## src/rtl/miss_refill_ctrl_pkg.sv

```systemverilog
// ============================================================================
// Module      : miss_refill_ctrl_pkg
// Description : Shared FSM state type and access-mode decoding for the
//               miss/refill controller.
// Revision    : 1.0 - initial release
// ============================================================================
`default_nettype none

package miss_refill_ctrl_pkg;

  typedef enum logic [1:0] {
    IDLE   = 2'd0,
    RD_REQ = 2'd1,
    REFILL = 2'd2,
    WR_REQ = 2'd3
  } state_t;

  localparam logic [3:0] c_mode_rd_0  = 4'b0000;
  localparam logic [3:0] c_mode_rd_1  = 4'b0001;
  localparam logic [3:0] c_mode_rd_2  = 4'b0010;
  localparam logic [3:0] c_mode_rd_5  = 4'b0101;
  localparam logic [3:0] c_mode_rd_6  = 4'b0110;
  localparam logic [3:0] c_mode_write = 4'b0111;

  function automatic logic is_read(input logic [3:0] mode);
    logic r;
    case (mode)
      c_mode_rd_0, c_mode_rd_1, c_mode_rd_2, c_mode_rd_5, c_mode_rd_6: r = 1'b1;
      default: r = 1'b0;
    endcase
    return r;
  endfunction

  function automatic logic is_write(input logic [3:0] mode);
    return (mode == c_mode_write);
  endfunction

endpackage

`default_nettype wire

```

## src/rtl/mem_timeout_ctr.sv

```systemverilog
// ============================================================================
// Module      : mem_timeout_ctr
// Description : Saturating memory wait counter; flags expiry on the wait
//               cycle that brings the count up to TIMEOUT_CYCLES.
// Revision    : 1.0 - initial release
// ============================================================================
`default_nettype none

module mem_timeout_ctr #(
  parameter int TIMEOUT_CYCLES = 255
) (
  input  logic clk,
  input  logic reset,
  input  logic clear,
  input  logic increment,
  output logic expired
);

  localparam int c_cnt_w = (TIMEOUT_CYCLES < 2) ? 1 : $clog2(TIMEOUT_CYCLES + 1);
  localparam logic [c_cnt_w-1:0] c_limit = c_cnt_w'(TIMEOUT_CYCLES);
  localparam logic [c_cnt_w-1:0] c_last  = c_cnt_w'(TIMEOUT_CYCLES - 1);
  localparam logic [c_cnt_w-1:0] c_one   = c_cnt_w'(1);

  logic [c_cnt_w-1:0] r_count;

  always_ff @(posedge clk or negedge reset) begin
    if (!reset) begin
      r_count <= '0;
    end else if (clear) begin
      r_count <= '0;
    end else if (increment && (r_count != c_limit)) begin
      r_count <= r_count + c_one;
    end
  end

  // Expiry is flagged in the same cycle as the increment that reaches the limit
  assign expired = increment && (r_count >= c_last);

endmodule

`default_nettype wire

```

## src/rtl/miss_refill_ctrl.sv

```systemverilog
// ============================================================================
// Module      : miss_refill_ctrl
// Description : Write-through cache miss/refill controller with memory
//               request handshake and sticky timeout error.
// Revision    : 1.0 - initial release
// ============================================================================
`default_nettype none

module miss_refill_ctrl
  import miss_refill_ctrl_pkg::*;
#(
  parameter int ADDR_WIDTH     = 32,
  parameter int DATA_WIDTH     = 32,
  parameter int TIMEOUT_CYCLES = 255
) (
  input  logic                  clk,
  input  logic                  reset,
  input  logic [3:0]            AddrMode,
  input  logic [ADDR_WIDTH-1:0] A,
  input  logic [DATA_WIDTH-1:0] WD,
  input  logic                  hit,
  output logic                  stall,
  output logic                  refill_valid,
  output logic [ADDR_WIDTH-1:0] refill_addr,
  output logic [DATA_WIDTH-1:0] refill_data,
  output logic                  mem_req,
  output logic                  mem_we,
  output logic [ADDR_WIDTH-1:0] mem_addr,
  output logic [DATA_WIDTH-1:0] mem_wdata,
  input  logic                  mem_ready,
  input  logic [DATA_WIDTH-1:0] mem_rdata,
  output logic                  mem_error
);

  state_t                r_state;
  state_t                w_next_state;
  logic [ADDR_WIDTH-1:0] r_addr;
  logic [DATA_WIDTH-1:0] r_wdata;
  logic [DATA_WIDTH-1:0] r_rdata;
  logic                  r_error;

  logic w_latch_addr;
  logic w_latch_wdata;
  logic w_capture;
  logic w_set_error;
  logic w_wait;
  logic w_clear;
  logic w_expired;
  logic w_unused_lsbs;

  // Byte offset is resolved by the load path, not here
  assign w_unused_lsbs = ^A[1:0];

  assign w_wait  = ((r_state == RD_REQ) || (r_state == WR_REQ)) && !mem_ready;
  assign w_clear = (r_state == IDLE);

  mem_timeout_ctr #(
    .TIMEOUT_CYCLES (TIMEOUT_CYCLES)
  ) u_timeout (
    .clk       (clk),
    .reset     (reset),
    .clear     (w_clear),
    .increment (w_wait),
    .expired   (w_expired)
  );

  always_ff @(posedge clk or negedge reset) begin
    if (!reset) begin
      r_state <= IDLE;
    end else begin
      r_state <= w_next_state;
    end
  end

  always_comb begin
    w_next_state  = r_state;
    stall         = 1'b0;
    mem_req       = 1'b0;
    mem_we        = 1'b0;
    refill_valid  = 1'b0;
    w_latch_addr  = 1'b0;
    w_latch_wdata = 1'b0;
    w_capture     = 1'b0;
    w_set_error   = 1'b0;
    case (r_state)
      IDLE: begin
        // Gating with reset keeps stall low while the block is held in reset
        if (reset) begin
          if (is_write(AddrMode)) begin
            w_next_state  = WR_REQ;
            w_latch_addr  = 1'b1;
            w_latch_wdata = 1'b1;
            stall         = 1'b1;
          end else if (is_read(AddrMode) && !hit) begin
            w_next_state = RD_REQ;
            w_latch_addr = 1'b1;
            stall        = 1'b1;
          end
        end
      end
      RD_REQ: begin
        stall   = 1'b1;
        mem_req = 1'b1;
        if (mem_ready) begin
          w_capture    = 1'b1;
          w_next_state = REFILL;
        end else if (w_expired) begin
          w_set_error  = 1'b1;
          w_next_state = IDLE;
        end
      end
      REFILL: begin
        refill_valid = 1'b1;
        w_next_state = IDLE;
      end
      WR_REQ: begin
        stall   = 1'b1;
        mem_req = 1'b1;
        mem_we  = 1'b1;
        if (mem_ready) begin
          w_next_state = IDLE;
        end else if (w_expired) begin
          w_set_error  = 1'b1;
          w_next_state = IDLE;
        end
      end
      default: w_next_state = IDLE;
    endcase
  end

  always_ff @(posedge clk or negedge reset) begin
    if (!reset) begin
      r_addr  <= '0;
      r_wdata <= '0;
      r_rdata <= '0;
      r_error <= 1'b0;
    end else begin
      if (w_latch_addr) begin
        r_addr <= {A[ADDR_WIDTH-1:2], 2'b00};
      end
      if (w_latch_wdata) begin
        r_wdata <= WD;
      end
      if (w_capture) begin
        r_rdata <= mem_rdata;
      end
      if (w_set_error) begin
        r_error <= 1'b1;
      end
    end
  end

  assign refill_addr = r_addr;
  assign refill_data = r_rdata;
  assign mem_addr    = r_addr;
  assign mem_wdata   = r_wdata;
  assign mem_error   = r_error;

endmodule

`default_nettype wire

```

## config.mk

```make
export PLATFORM = sky130hd
export DESIGN_NAME = miss_refill_ctrl
export DESIGN_NICKNAME = d
export VERILOG_FILES = /design/src/rtl/miss_refill_ctrl_pkg.sv /design/src/rtl/mem_timeout_ctr.sv /design/src/rtl/miss_refill_ctrl.sv
export SDC_FILE = /design/constraint.sdc
export NUM_CORES = 1
export LEC_CHECK = 0
export BUFFER_PORTS_ARGS = -buffer_cell sky130_fd_sc_hd__buf_2
export CAP_MARGIN = 20
export CORE_MARGIN = 2
export CORE_UTILIZATION = 45
export CTS_BUF_LIST = sky130_fd_sc_hd__clkbuf_4
export CTS_CLUSTER_DIAMETER = 30
export CTS_CLUSTER_SIZE = 12
export DETAILED_ROUTE_END_ITERATION = 6
export PLACE_DENSITY_LB_ADDON = 0.2
export RECOVER_POWER = 50
export SLEW_MARGIN = 20
export SYNTH_ARGS = -nofsm -noshare
export SYNTH_HDL_FRONTEND = slang
export SYNTH_SLANG_ARGS = --single-unit
```

## constraint.sdc

```tcl
create_clock -name clk -period 2.45 [get_ports clk]
set_input_delay 0.49 -clock clk [delete_from_list [all_inputs] [get_ports clk]]
set_output_delay 0.49 -clock clk [all_outputs]
set_load 0.02 [all_outputs]
```

### Yosys cells after proc, flatten, opt, wreduce, memory -nomap -nowiden

Index checks and enable logic that the tools add are counted.

* register bits: 105
* input port bits: 104
* word-level logic and storage cells: 61

* add/subtract/negate cells: 1
* order comparisons: 1
* equality and inequality tests: 11
* mux-type cells: 29
* reduce and logical (&&, ||, !) cells: 13

Operators with widths (count)
* $mux 1: 19
* $mux 8: 2
* $eq 4x3->1 const B: 3
* $mux 2: 6
* $add 8x1->8 const B: 1
* $ge 8x8->1 const B: 1
* $ne 8x8->1 const B: 1
* $pmux 2 s4: 1
* $reduce_or 5->1: 1
* $eq 2x2->1 const B: 2
* $eq 4x1->1 const B: 1
* $eq 4x2->1 const B: 1
* $logic_and 1x1->1: 4
* $logic_not 4->1: 1
* $ne 3x3->1 const B: 1
* $eq 2x1->1 const B: 1
* $logic_not 1->1: 2
* $logic_not 2->1: 1
* $ne 2x2->1 const B: 1
* $pmux 1 s2: 1
* $reduce_and 2->1: 1
* $reduce_bool 2->1: 1
* $reduce_or 2->1: 1
* $logic_or 1x1->1: 1

### Longest topological paths before layout

* depth after elaboration: 11
* mapped depth: 6
* mapped depth without buffers: 6

### Modules after synthesis

Synthesis repeated with hierarchy kept, for this count alone.

* cells, all modules: 312
* area total of the unflattened synthesis: 4782.1 um^2

Modules (own cells, without submodules)
* miss_refill_ctrl: times used 1, cells each 260, area an instance 4290.4 um^2
* mem_timeout_ctr: times used 1, cells each 52, area an instance 491.7 um^2

### Least setup slack after synthesis

Ideal clock, no wire load.

* path type: input port to output port
* start: input reset
* end: output stall
* data arrival time: 1253 ps
* slack: 707 ps
* cell stages on the path: 4
* cell sequence: inv_1 -> a211oi_1 -> o211ai_1 -> o21bai_1

* cells in the longest elaborated chain, start to end: 2

RTL lines
* start: declaration: line miss_refill_ctrl.sv:17 `input logic reset,`
* $mux 1: line miss_refill_ctrl.sv:88 `if (reset) begin`
* $pmux 1 s2: line miss_refill_ctrl.sv:85 `case (r_state)`
* end: declaration: line miss_refill_ctrl.sv:22 `output logic stall,`

No other way between the ends.

### Final worst setup path

Ends and elaborated chain as after synthesis.

==> results.tsv <==
stage	metric	value	unit
clock_tree	Clock transition at path regs	0.15	ns
critical_path	endpoint type of the worst setup path	primary output	
synth	Async SR Flop Fraction	100.0	%
drt	post-route ant nets	0	
synth	Yosys Warn Count	0	
die	Site Rows	36	
synth	top_reg_cell synth	dfrtp_1	
timing	clk_skew	0.009307	ns
pwr	IR Drop Worst-Case VDD	502.1	uV
critical_path	CP max FO	3	
die	Ports	237	
placement	RePlAce Congestion	0.8247	
clock_tree	Post-CTS Hold Fix Bufs	0	
synth	EDFF count, synth	0	
critical_path	critical-path cell list	clkbuf_1, inv_1, a211oi_1, o211ai_1, o21bai_1, buf_2	
timing	FMAX	0.4779	GHz
timing	Tcrit/Tclk final	85.40	%
cells_and_area	FILL cells	873	
global_route	initial antenna violation count	0	
die	total core area	0.009639	mm^2
global_route	gr usage total	17.49	%
cells_and_area	Layout Cells excl Fill	647	
placement	port buffer count	230	
clock_tree	clk_lat worst skew	0.45	ns
cells_and_area	Area Growth Syn to Fin	26.25	%
drt	Via Count	3074	
die	initial core utilization	45.74	%
clock_tree	CTS tree	done	
synth	Seq/Total Area, Yosys	59.59	%
die	die area	0.01061	mm^2
global_route	largest net degree at the start of global routing	55	
timing	max-slew violations	0	
critical_path	CP required	1.96	ns
timing	Rel. slew slack	17.17	%
global_route	number of global-route vias before repair	3001	
drt	via density per instance	4.751	
synth	Avg Synthesized Cell Area	14.46	um^2
die	Die Y	103.0	um
timing	Slew @ Worst Pin	1.242	ns
drt	drc violations	0	
critical_path	CP max-delay cell	a211oi_1	
die	Die W	103.0	um
cells_and_area	final core utilization	57.75	%
clock_tree	Post-CTS Setup Bufs	0	
synth	Synth cell types	38	
timing	final hold violation count	0	
cells_and_area	layout cells sized above 1	45.53	%
placement	DP HPWL	7.070	mm
synth	Post-Synthesis Cells	305	
timing	Setup Viol. Count Final	0	
critical_path	CP bufs+invs	3	
placement	# placed instances	631	
clock_tree	TritonCTS buffer count	9	
synth	Cell Area, Synth	0.004409	mm^2
timing	TNS Setup	0	ns
critical_path	CP arrival	1.60	ns
global_route	global-route wire length before repair	14.07	mm
drt	initial DRC count	49	
critical_path	max incr delay on CP	0.34	ns
status	outcome	finished, final reports clean	
clock_tree	Max Root-Sink Buffers	2	
cells_and_area	nets	615	
clock_tree	clock sinks	105	
pwr	leakage	2.745	nW
critical_path	WS Path Type	input pin to primary output	
drt	Total Wirelength	9.211	mm
clock_tree	Root Driver	clkbuf_4	
hold_path	Min-Delay Path Class	input pin to register	
timing	RSZ-0062 raised after global routing	no	
drt	WL/cell	14.24	um
drt	TritonRoute pass-1 iters	4	
cells_and_area	n_diodes	0	
clock_tree	Post-CTS Resized	0	
synth	Yosys reg bits	105	
timing	fin crit period	2.092	ns
clock_tree	H-tree depth	3	
critical_path	cell family with most CP delay	compound AO/OA/AOI/OAI gates	
pwr	PD cells	1037	mW/mm^2
critical_path	startpoint types	input pin	
job	max cap viols	0	
global_route	Overflow after GRT	0	
[cell usage in the layout (no fill, tap or decap), drive strengths merged]
cell,netlist,layout
buf,44,177
dfrtp,105,105
mux2,94,94
clkbuf,1,68
o21ai,7,7
nor2,6,6
nand3,5,5
nand2,4,4
o211ai,4,4
conb,1,4
inv,3,3
a21oi,3,3
bufinv,0,3
a211oi,2,2
o21bai,2,2
nand3b,2,2
o31ai,2,2
xor2,2,2
nand2b,2,2
ha,2,2
or2,2,2
clkinv,0,2
and2,1,1
nor2b,1,1
nand4,1,1
and2b,1,1
and3,1,1
or3,1,1
o2111a,1,1
nor3b,1,1
a21o,1,1
or4,1,1
a21bo,1,1
nor3,1,1
clkinvlp,0,1
[Yosys cell counts (all sizes together) (2+ instances only)]
library cell	n	area share [%]
or2	2	0.28
o21bai	2	0.34
mux2	94	24
inv	3	0.26
nor2	6	0.68
buf	44	7.2
o31ai	2	0.34
o21ai	7	1.1
nand2	4	0.34
a211oi	2	0.34
nand3b	2	0.34
a21oi	3	0.34
nand3	5	0.57
nand2b	2	0.28
dfrtp	105	60
xor2	2	0.40
o211ai	4	0.68
ha	2	0.57
[routing by layer]
layer	vias to the layer above	part of all wire, %	GRT usage [%]
li1	1440	-	-
met4	0	2.1	7.692
met3	15	11	8.000
met1	1467	38	19.72
met2	152	48	28.62
met5	-	0	0
[worst paths after layout]
path	slack (ns)	from	end	cells past startpoint
hold / removal	0.23	WD[30]	mem_wdata[30]	2
hold reg to reg	0.48	mem_error	mem_error	1
max in group asynchronous	0.64	reset	mem_wdata[4]	3
setup / recovery	0.36	reset	stall	6
min in group asynchronous	0.50	reset	mem_addr[17]	2
setup reg to reg	0.59	r_state[0]	u_timeout.r_count[7]	4
[kinds of logic after synthesis]
| logic type | synth area share (%) |
|---|---|
| compound gates | 3.746 |
| xor+xnor | 0.3973 |
| fa+ha+maj | 0.5674 |
| buf+inv | 7.577 |
| flops | 59.59 |
| mux | 24.01 |
| other cells | 0.08505 |
| simple gates | 4.030 |
[final cells by class]
cell class / count / area, um^2 / share of cell area, %
clock buffers: 10 / 75.07 / 1.349
clock inverters: 6 / 106.4 / 1.911
inverters: 3 / 11.26 / 0.2023
multi-input cells: 155 / 1453 / 26.10
flip-flops and latches: 105 / 2628 / 47.20
well taps: 133 / 166.4 / 2.989
repair buffers: 235 / 1127 / 20.25
[stage by stage]
step / setup slack, ns / hold slack, ns / area, um^2 / power, W
2_1_floorplan: 0.7066 / 0.1944 / 4420 / 0.004149
3_3_place_gp: 0.5226 / 0.4418 / 5473 / 0.004809
3_5_place_dp: 0.4540 / 0.4487 / 5473 / 0.004865
4_1_cts: 0.4503 / 0.1520 / 5654 / 0.005939
5_1_grt: 0.2805 / 0.1908 / 5567 / 0.006147
6_report: 0.3576 / 0.2314 / 5567 / 0.005771
[where the power goes]
group          internal [W]  switching (W)  total, W  leakage (nW)
registers           0.00225       0.000287   0.00254          1.29
clock network      0.000523       0.000543   0.00107        0.0940
logic              0.000774        0.00139   0.00216          1.36
total               0.00355        0.00222   0.00577          2.74
[flip-flops by register name (all words and copies together) (netlist names)]
| signal | count |
|---|---|
| mem_addr | 30 |
| mem_error | 1 |
| mem_wdata | 32 |
| r_state | 2 |
| refill_data | 32 |
| u_timeout.r_count | 8 |
No activity file was read; power rests on OpenSTA's default activity.
